==> src/rtl/riscv_single_cycle_lsu_if.sv <==
// Data-memory bus between the single-cycle LSU (master) and the memory fabric (slave).
// Carries a valid/ready request channel and a valid-only response channel.
interface riscv_single_cycle_lsu_if;
    logic        bus_req_valid;
    logic        bus_req_ready;
    logic        bus_we;
    logic [31:0] bus_addr;
    logic [3:0]  bus_be;
    logic [31:0] bus_wdata;
    logic        bus_rsp_valid;
    logic [31:0] bus_rsp_rdata;

    modport master (
        output bus_req_valid, bus_we, bus_addr, bus_be, bus_wdata,
        input  bus_req_ready, bus_rsp_valid, bus_rsp_rdata
    );

    modport slave (
        input  bus_req_valid, bus_we, bus_addr, bus_be, bus_wdata,
        output bus_req_ready, bus_rsp_valid, bus_rsp_rdata
    );
endinterface

==> src/rtl/riscv_single_cycle_lsu.sv <==
// Load/store unit behind a single-cycle RISC-V datapath: turns the core's combinational
// access into a registered bus transaction and stalls the core until it completes or faults.
module riscv_single_cycle_lsu #(
    parameter int TIMEOUT_CYCLES = 256,
    parameter bit ENABLE_SUBWORD = 1'b1
) (
    input  logic        clk,
    input  logic        rst,
    input  logic        req_valid,
    input  logic        req_we,
    input  logic [2:0]  req_funct3,
    input  logic [31:0] req_addr,
    input  logic [31:0] req_wdata,
    output logic        stall,
    output logic [31:0] load_data,
    output logic        fault,
    riscv_single_cycle_lsu_if.master bus
);

    localparam int CNT_W = (TIMEOUT_CYCLES > 2) ? $clog2(TIMEOUT_CYCLES) : 2;
    localparam int TIMEOUT_LAST_I = (TIMEOUT_CYCLES > 0) ? (TIMEOUT_CYCLES - 1) : 0;
    localparam logic [CNT_W-1:0] TIMEOUT_LAST = CNT_W'(TIMEOUT_LAST_I);
    localparam logic [CNT_W-1:0] CNT_ONE = {{(CNT_W-1){1'b0}}, 1'b1};
    localparam bit TIMEOUT_EN = (TIMEOUT_CYCLES > 0);

    typedef enum logic [1:0] {IDLE, REQ, RSP, DONE} state_t;

    state_t           state_r;
    logic [CNT_W-1:0] cnt_r;
    logic [2:0]       funct3_r;
    logic [1:0]       lane_r;
    logic [1:0]       dec_size_s;
    logic             dec_fault_s;
    logic             timeout_s;

    function automatic logic funct3_illegal(input logic we, input logic [2:0] f3);
        logic bad;
        if (we) begin
            bad = (f3[2] == 1'b1) || (f3[1:0] == 2'b11);
        end else begin
            bad = (f3 == 3'b011) || (f3 == 3'b110) || (f3 == 3'b111);
        end
        return bad;
    endfunction

    function automatic logic [3:0] lane_be(input logic [1:0] size, input logic [1:0] lane);
        logic [3:0] be;
        case (size)
            2'b00:   be = 4'b0001 << lane;
            2'b01:   be = 4'b0011 << lane;
            default: be = 4'b1111;
        endcase
        return be;
    endfunction

    function automatic logic [31:0] lane_wdata(input logic we, input logic [1:0] size,
                                               input logic [31:0] wdata);
        logic [31:0] d;
        if (!we) begin
            d = 32'h0000_0000;
        end else begin
            case (size)
                2'b00:   d = {4{wdata[7:0]}};
                2'b01:   d = {2{wdata[15:0]}};
                default: d = wdata;
            endcase
        end
        return d;
    endfunction

    // The lane is shifted down first so byte/half extraction is lane-independent.
    function automatic logic [31:0] extend_load(input logic [2:0] f3, input logic [1:0] lane,
                                                input logic [31:0] word);
        logic [31:0] sh;
        logic [31:0] res;
        sh = word >> {lane, 3'b000};
        case (f3)
            3'b000:  res = {{24{sh[7]}}, sh[7:0]};
            3'b001:  res = {{16{sh[15]}}, sh[15:0]};
            3'b010:  res = word;
            3'b100:  res = {24'h00_0000, sh[7:0]};
            3'b101:  res = {16'h0000, sh[15:0]};
            default: res = 32'h0000_0000;
        endcase
        return res;
    endfunction

    assign stall     = req_valid && (state_r != DONE);
    assign timeout_s = TIMEOUT_EN && (cnt_r == TIMEOUT_LAST);

    // Request decode: any reason the access cannot be issued on the bus.
    always_comb begin
        dec_size_s  = req_funct3[1:0];
        dec_fault_s = 1'b0;
        if (funct3_illegal(req_we, req_funct3)) begin
            dec_fault_s = 1'b1;
        end else if ((dec_size_s == 2'b01) && req_addr[0]) begin
            dec_fault_s = 1'b1;
        end else if ((dec_size_s == 2'b10) && (req_addr[1:0] != 2'b00)) begin
            dec_fault_s = 1'b1;
        end else if (!ENABLE_SUBWORD && (dec_size_s != 2'b10)) begin
            dec_fault_s = 1'b1;
        end else begin
            dec_fault_s = 1'b0;
        end
    end

    // Access FSM with registered bus and result outputs.
    always_ff @(posedge clk) begin
        if (!rst) begin
            state_r           <= IDLE;
            cnt_r             <= {CNT_W{1'b0}};
            funct3_r          <= 3'b000;
            lane_r            <= 2'b00;
            bus.bus_req_valid <= 1'b0;
            bus.bus_we        <= 1'b0;
            bus.bus_addr      <= 32'h0000_0000;
            bus.bus_be        <= 4'b0000;
            bus.bus_wdata     <= 32'h0000_0000;
            load_data         <= 32'h0000_0000;
            fault             <= 1'b0;
        end else begin
            case (state_r)
                IDLE: begin
                    cnt_r <= {CNT_W{1'b0}};
                    if (req_valid) begin
                        if (dec_fault_s) begin
                            fault     <= 1'b1;
                            load_data <= 32'h0000_0000;
                            state_r   <= DONE;
                        end else begin
                            bus.bus_req_valid <= 1'b1;
                            bus.bus_we        <= req_we;
                            bus.bus_addr      <= {req_addr[31:2], 2'b00};
                            bus.bus_be        <= lane_be(dec_size_s, req_addr[1:0]);
                            bus.bus_wdata     <= lane_wdata(req_we, dec_size_s, req_wdata);
                            funct3_r          <= req_funct3;
                            lane_r            <= req_addr[1:0];
                            state_r           <= REQ;
                        end
                    end
                end
                REQ: begin
                    cnt_r <= cnt_r + CNT_ONE;
                    if (bus.bus_req_ready) begin
                        bus.bus_req_valid <= 1'b0;
                        state_r           <= RSP;
                    end else if (timeout_s) begin
                        bus.bus_req_valid <= 1'b0;
                        fault             <= 1'b1;
                        load_data         <= 32'h0000_0000;
                        state_r           <= DONE;
                    end
                end
                RSP: begin
                    cnt_r <= cnt_r + CNT_ONE;
                    if (bus.bus_rsp_valid) begin
                        fault     <= 1'b0;
                        load_data <= bus.bus_we ? 32'h0000_0000
                                                : extend_load(funct3_r, lane_r, bus.bus_rsp_rdata);
                        state_r   <= DONE;
                    end else if (timeout_s) begin
                        fault     <= 1'b1;
                        load_data <= 32'h0000_0000;
                        state_r   <= DONE;
                    end
                end
                DONE: begin
                    cnt_r     <= {CNT_W{1'b0}};
                    load_data <= 32'h0000_0000;
                    fault     <= 1'b0;
                    state_r   <= IDLE;
                end
                default: begin
                    state_r <= IDLE;
                end
            endcase
        end
    end

endmodule

==> src/flat_wrapper.sv <==
// flat-port wrapper written by rule: the top's interface ports become plain ports
module riscv_single_cycle_lsu_flat 
#(
    parameter int TIMEOUT_CYCLES = 256,
    parameter bit ENABLE_SUBWORD = 1'b1
)
  (clk, rst, req_valid, req_we, req_funct3, req_addr, req_wdata, stall, load_data, fault, bus_bus_req_valid, bus_bus_we, bus_bus_addr, bus_bus_be, bus_bus_wdata, bus_bus_req_ready, bus_bus_rsp_valid, bus_bus_rsp_rdata);
  riscv_single_cycle_lsu_if bus_i ();
  input  logic clk;
  input  logic rst;
  input  logic req_valid;
  input  logic req_we;
  input  logic [2:0] req_funct3;
  input  logic [31:0] req_addr;
  input  logic [31:0] req_wdata;
  output logic stall;
  output logic [31:0] load_data;
  output logic fault;
  output wire logic [$bits(bus_i.bus_req_valid)-1:0] bus_bus_req_valid;
  output wire logic [$bits(bus_i.bus_we)-1:0] bus_bus_we;
  output wire logic [$bits(bus_i.bus_addr)-1:0] bus_bus_addr;
  output wire logic [$bits(bus_i.bus_be)-1:0] bus_bus_be;
  output wire logic [$bits(bus_i.bus_wdata)-1:0] bus_bus_wdata;
  input wire logic [$bits(bus_i.bus_req_ready)-1:0] bus_bus_req_ready;
  input wire logic [$bits(bus_i.bus_rsp_valid)-1:0] bus_bus_rsp_valid;
  input wire logic [$bits(bus_i.bus_rsp_rdata)-1:0] bus_bus_rsp_rdata;
  assign bus_bus_req_valid = bus_i.bus_req_valid;
  assign bus_bus_we = bus_i.bus_we;
  assign bus_bus_addr = bus_i.bus_addr;
  assign bus_bus_be = bus_i.bus_be;
  assign bus_bus_wdata = bus_i.bus_wdata;
  assign bus_i.bus_req_ready = bus_bus_req_ready;
  assign bus_i.bus_rsp_valid = bus_bus_rsp_valid;
  assign bus_i.bus_rsp_rdata = bus_bus_rsp_rdata;
  riscv_single_cycle_lsu #(.TIMEOUT_CYCLES(TIMEOUT_CYCLES), .ENABLE_SUBWORD(ENABLE_SUBWORD)) u_core (.clk(clk), .rst(rst), .req_valid(req_valid), .req_we(req_we), .req_funct3(req_funct3), .req_addr(req_addr), .req_wdata(req_wdata), .stall(stall), .load_data(load_data), .fault(fault), .bus(bus_i));
endmodule
==> config.mk <==
export PLATFORM = sky130hd
export DESIGN_NAME = riscv_single_cycle_lsu_flat
export DESIGN_NICKNAME = d
export VERILOG_FILES = /design/src/rtl/riscv_single_cycle_lsu_if.sv /design/src/rtl/riscv_single_cycle_lsu.sv /design/src/flat_wrapper.sv
export SDC_FILE = /design/constraint.sdc
export NUM_CORES = 1
export LEC_CHECK = 0
export BUFFER_PORTS_ARGS = -buffer_cell sky130_fd_sc_hd__buf_2
export CAP_MARGIN = 20
export CORE_ASPECT_RATIO = 0.6
export CORE_MARGIN = 2
export CORE_UTILIZATION = 54
export DETAILED_ROUTE_END_ITERATION = 6
export PLACE_DENSITY = 0.86
export RECOVER_POWER = 25
export SYNTH_ARGS = -nofsm -noshare
export SYNTH_HDL_FRONTEND = slang
export SYNTH_SLANG_ARGS = --single-unit
==> constraint.sdc <==
create_clock -name clk -period 3.5 [get_ports clk]
set_input_delay 0.7 -clock clk [delete_from_list [all_inputs] [get_ports clk]]
set_output_delay 0.7 -clock clk [all_outputs]
set_load 0.05 [all_outputs]
======== Yosys cells after proc, flatten, opt, wreduce, memory -nomap -nowiden ========
Index checks and enable logic that the tools add are counted.
operators by class
  multipliers ............................. 0
  reduce and logical (&&, ||, !) cells .... 16
  eq/ne operators ......................... 20
  div/mod/pow operators ................... 0
  shift-type cells ........................ 3
  bitwise operators ....................... 1
  add/subtract/negate cells ............... 1
  order comparisons ....................... 0
  mux-type cells .......................... 33
operators by type and width
  cell                                                 number
  two-way mux 32 bit                                   7
  case mux 32 bit (5 select lines)                     1
  case mux 32 bit (4 select lines)                     1
  case mux 32 bit (2 select lines)                     1
  >> shifter 32 x 5 -> 16 bit                          1
  case mux 8 bit (2 select lines)                      1
  two-way mux 1 bit                                    13
  equality test 3 bit, second input constant           4
  two-way mux 2 bit                                    5
  adder 8 x 1 -> 8 bit, second input constant          1
  equality test 2 bit, second input constant           4
  equality test 8 bit, second input constant           1
  inequality test 2 bit, second input constant         4
  case mux 2 bit (4 select lines)                      1
  case mux 4 bit (2 select lines)                      1
  equality test 3 x 2 -> 1 bit, second input constant  2
  AND reduction 3 bit                                  2
  equality test 2 x 1 -> 1 bit, second input constant  2
  logical NOT 2 bit                                    2
  case mux 1 bit (4 select lines)                      1
  AND reduction 4 bit                                  1
  nonzero test 2 bit                                   2
  OR reduction 2 bit                                   2
  << shifter 1 x 2 -> 4 bit, first input constant      1
  other kinds (9)                                      13
word-level totals
  memory bits (read-only) ................. 0
  input port bits ......................... 105
  word-level logic and storage cells ...... 85
  memory bits (writable) .................. 0
  bits in registers ....................... 116
  latch bits .............................. 0
  output and inout port bits .............. 104
  memories kept ........................... 0

======== Logic depth before layout (Yosys ltp) ========
  depth after elaboration ................. 8
  mapped depth ............................ 9
  gate-level depth less buffers ........... 7

======== Worst setup path after synthesis ========
OpenSTA, ideal clock, no wires.
  path type ............................... in2out
  start ................................... input req_valid
  end ..................................... output stall
  data required time ...................... 2.800 ns
  path buffers ............................ 0
  cell stages on the path ................. 2
  path slack .............................. 1.370 ns
  arrival time ............................ 1.430 ns
  cell sequence ........................... inv_1 nor2_1
on the way
  longest elaborated chain between the ends .. 1
ends and longest elaborated chain
  what               RTL line                      text
  start, declared    flat_wrapper.sv:11            input logic req_valid;
  logical AND 1 bit  riscv_single_cycle_lsu.sv:88  assign stall = req_valid && (state_r != DONE);
  end, declared      flat_wrapper.sv:16            output logic stall;
Every way passes these cells.

======== Worst setup path after layout ========
  start ................................... register u_core.cnt_r[0]
  end ..................................... register u_core.load_data[7]
on the way
  longest elaborated chain between the ends .. 4
  elaborated cells on any way between the ends .. 5
  those cells by class .................... 1 x eq/ne; 4 x mux
ends and longest elaborated chain
  what                                          RTL line                       text
  start, declared                               riscv_single_cycle_lsu.sv:29   logic [CNT_W-1:0] cnt_r;
  start signal, assigned                        riscv_single_cycle_lsu.sv:112  cnt_r <= {CNT_W{1'b0}};
  start signal, assigned                        riscv_single_cycle_lsu.sv:125  cnt_r <= {CNT_W{1'b0}};
  start signal, assigned                        riscv_single_cycle_lsu.sv:144  cnt_r <= cnt_r + CNT_ONE;
  equality test 8 bit *                         riscv_single_cycle_lsu.sv:89   assign timeout_s = TIMEOUT_EN && (cnt_r == TIMEOUT_LAST);
  two-way mux 32 bit *                          n/a
  two-way mux 32 bit, on equally long branches  n/a
  case mux 32 bit (4 select lines) *            n/a
  end signal, assigned                          riscv_single_cycle_lsu.sv:159  load_data <= bus.bus_we ? 32'h0000_0000
  end, declared                                 riscv_single_cycle_lsu.sv:15   output logic [31:0] load_data,
Every way passes the cells marked *; elsewhere a longest branch is shown, timed or not. The select of a mux whose other input is x is not followed.
A chain may end at the register's enable or synchronous reset.

==> flow_summary.ini <==
[outcome]
status = complete, no violations

[setup_path]
r2r_cells = 7
cp-start-kind = flip-flop
cp_data_required_time_ns = 3.86
cp_cell_sequence = ha_1 -> and3_1 -> and3_1 -> o311ai_4 -> buf_4 -> o2bb2ai_1 -> and2_1
critical-path-slowest-cell = o311ai_4
crit_fanout = 22
worstReg2RegStart = u_core.cnt_r[0]
reg2reg_to = u_core.load_data[7]
max_stage_delay_ns = 0.83
r2r_slack_ns = 1.02
worst_path_most_repeated_cell = and3_1
endpoint_kind = flip-flop
crit_family = compound AO/OA/AOI/OAI gates
cp_num_buf_inv = 1
crit_type = flip-flop to flip-flop
cp.arrival_ns = 2.84

[cells_and_area]
drive_above_1_share = 0.296
fin_cells = 1004
final_cell_mix = 166 x nand2_1, 158 x buf_2, 116 x dfxtp_1, 53 x a21boi_1, 48 x clkbuf_1
fin_nets = 961
area_growth_pct = 27.2
finalInstanceArea_um2 = 7430
layout_commonest_cell = nand2_1

[run]
cap_viol_max_count = 0

[hold_path]
min_to = u_core.bus.bus_wdata[22]
hold_path_depth = 2
min_from = u_core.bus.bus_wdata[22]
min_path_type = flip-flop to flip-flop

[power]
power_frac_comb = 0.263
ir_worst_vdd_v = 0.000398
finalPower_mw = 4.56
p_leak_nw = 2.98
cell_internal_pwr_mw = 2.99
swShare = 0.345
seqPwrFrac = 0.325
clockPowerShare = 0.412
power_density_nw_per_um2 = 614
power.switching_mw = 1.57

[cts]
ctsLongestPathBuffers = 2
post_cts_resized = 0
cts_tree = done
htree_num_levels = 4
hold_buffers = 0
clk_latency_ns = 0.42
cts_setup_buffers = 0
cts_buffers = 17
ctsRootBufferMaster = clkbuf_16
clk_pin_slew_ns = 0.06
clock_sinks = 116

[synthesis]
netlist_area_um2 = 5840
synth_cell_type_count = 54
seq_area_frac_synth = 0.398
avgSynthCellArea_um2 = 8.67
synth_edf_count = 0
synthArstFlopShare = 0
yosysWarningCount = 0
ys_seq_elements = 116
syn_inst = 674
yosys_most_used_dff = dfxtp_1

[drt]
drt_iter0_drc = 391
vias = 5624
antenna_left = 0
wl_mm = 16.6
route.detailed.wl_per_inst_um = 16.5
drt_pass1_iterations = 5
drc = 0
viasPerCell = 5.60

[floorplan]
die_area_um2 = 11700
ioPinCount = 209
die_w_um = 138
rows = 29
core_area_um2 = 10600
initial_core_util = 0.553
die_h_um = 84.6

[timing]
worstMarginPinSlew_ns = 1.03
drv_slew = 0
hold_viol = 0
tns_ns = 0
period_share = 0.708
fin_worst_skew_ns = 0.0138
fin_hold_ws_ns = 0.449
finalSetupViolCount = 0
rsz0062_at_grt = no
period_minus_slack_ns = 2.48
maxSlewHeadroom = 0.313
fmax_mhz = 404

[place]
place_congestion = 0.870
hpwl_mm = 11.4
dp.cells = 971
portBuffers = 206
post_dp_cell_area_um2 = 6850

[grt]
grt_pass1_wl_mm = 26.7
grtUsageTotal = 0.285
overflow = 0
antenna_found_initial = 0
grt_pass1_vias = 5377
grt_max_degree = 66
per-stage QoR:
step,worst slack (ns),utilization
floorplan,1.37,-
global placement,0.817,0.648
detailed placement,0.733,0.648
CTS,1.03,0.709
global route,0.891,0.703
finish,1.02,0.704
cell usage after synthesis, drive strengths merged, types with 2 or more instances:
cell type / count / share of area
nand3: 37 / 0.032
a21oi: 4 / 0.0034
nor2b: 10 / 0.011
mux2: 17 / 0.033
dfxtp: 116 / 0.40
a21boi: 92 / 0.13
o2bb2ai: 15 / 0.022
ha: 5 / 0.011
nor2: 21 / 0.013
nand2: 167 / 0.11
o21ai: 12 / 0.010
and3: 5 / 0.0054
buf: 35 / 0.039
or2: 2 / 0.0021
xnor2: 4 / 0.0060
nor3: 6 / 0.0069
nor3b: 4 / 0.0051
a22oi: 8 / 0.010
o311ai: 2 / 0.0060
mux2i: 16 / 0.027
a21o: 24 / 0.032
and2: 8 / 0.0086
xor2: 2 / 0.0030
clkbuf: 24 / 0.015
inv: 7 / 0.0045
a211o: 7 / 0.010
a32oi: 8 / 0.012
sequential cells by signal, summed over array words and instances, names as in the netlist:
register                  count
u_core.bus.bus_addr          30
u_core.bus.bus_be             4
u_core.bus.bus_req_valid      1
u_core.bus.bus_wdata         32
u_core.bus.bus_we             1
u_core.cnt_r                  8
u_core.fault                  1
u_core.funct3_r               3
u_core.lane_r                 2
u_core.load_data             32
u_core.state_r                2
power groups by stage:
stage                     sequential [mW]  clock [mW]  combinational [mW]
after floorplan                      1.75           0               0.675
after CTS                            1.48        1.89                1.21
after global placement               1.50           0                1.16
final                                1.48        1.88                1.20
after global routing                 1.49        1.96                1.30
after detailed placement             1.50           0                1.19
worst register-to-register path: stages (launching register included):
cell	delay [ns]
dfxtp_1	0.33
ha_1	0.22
and3_1	0.22
and3_1	0.24
o311ai_4	0.83
buf_4	0.32
o2bb2ai_1	0.13
and2_1	0.14
cell families (layout without fill, tap and decap cells):
| group | count (synthesis) | in the layout | synth area share |
|---|---|---|---|
| adder cells (fa/ha/maj) | 5 | 5 | 0.0107 |
| AO/OA/AOI/OAI | 181 | 181 | 0.256 |
| XOR/XNOR | 6 | 6 | 0.00900 |
| multiplexers | 34 | 34 | 0.0641 |
| flip-flops | 116 | 116 | 0.398 |
| buffers and inverters | 66 | 255 | 0.0589 |
| other | 1 | 3 | 0.000642 |
| AND/OR/NAND/NOR | 265 | 265 | 0.203 |
routing by layer:
| layer | vias to the layer above | part of all wire | GRT usage |
|---|---|---|---|
| li1 | 2676 | - | - |
| met1 | 2659 | 0.45 | 0.378 |
| met2 | 257 | 0.44 | 0.435 |
| met3 | 32 | 0.095 | 0.0964 |
| met4 | 0 | 0.020 | 0.106 |
| met5 | - | 0 | 0 |
area by class of cell:
class                   instances  area (um^2)
diodes                          1         2.50
clock buffers                  18          439
clock inverters                14          203
fillers                       826         3130
inverters                       7         26.3
multi-input cells             493         3190
flip-flops and latches        116         2320
well taps                     139          174
repair buffers                216         1070
worst max-delay path by stage:
stage / startpoint / to / slack, ns / depth (start not counted)
2_1_floorplan: req_valid / stall / 1.37 / 2
3_3_place_gp: req_funct3[0] / u_core.bus.bus_be[2] / 0.82 / 7
3_5_place_dp: req_funct3[0] / u_core.bus.bus_be[2] / 0.73 / 7
4_1_cts: u_core.cnt_r[0] / u_core.load_data[7] / 1.03 / 7
5_1_grt: u_core.cnt_r[0] / u_core.load_data[7] / 0.89 / 7
6_report: u_core.cnt_r[0] / u_core.load_data[7] / 1.02 / 7
Note: power is estimated with default switching activity, not from simulation.
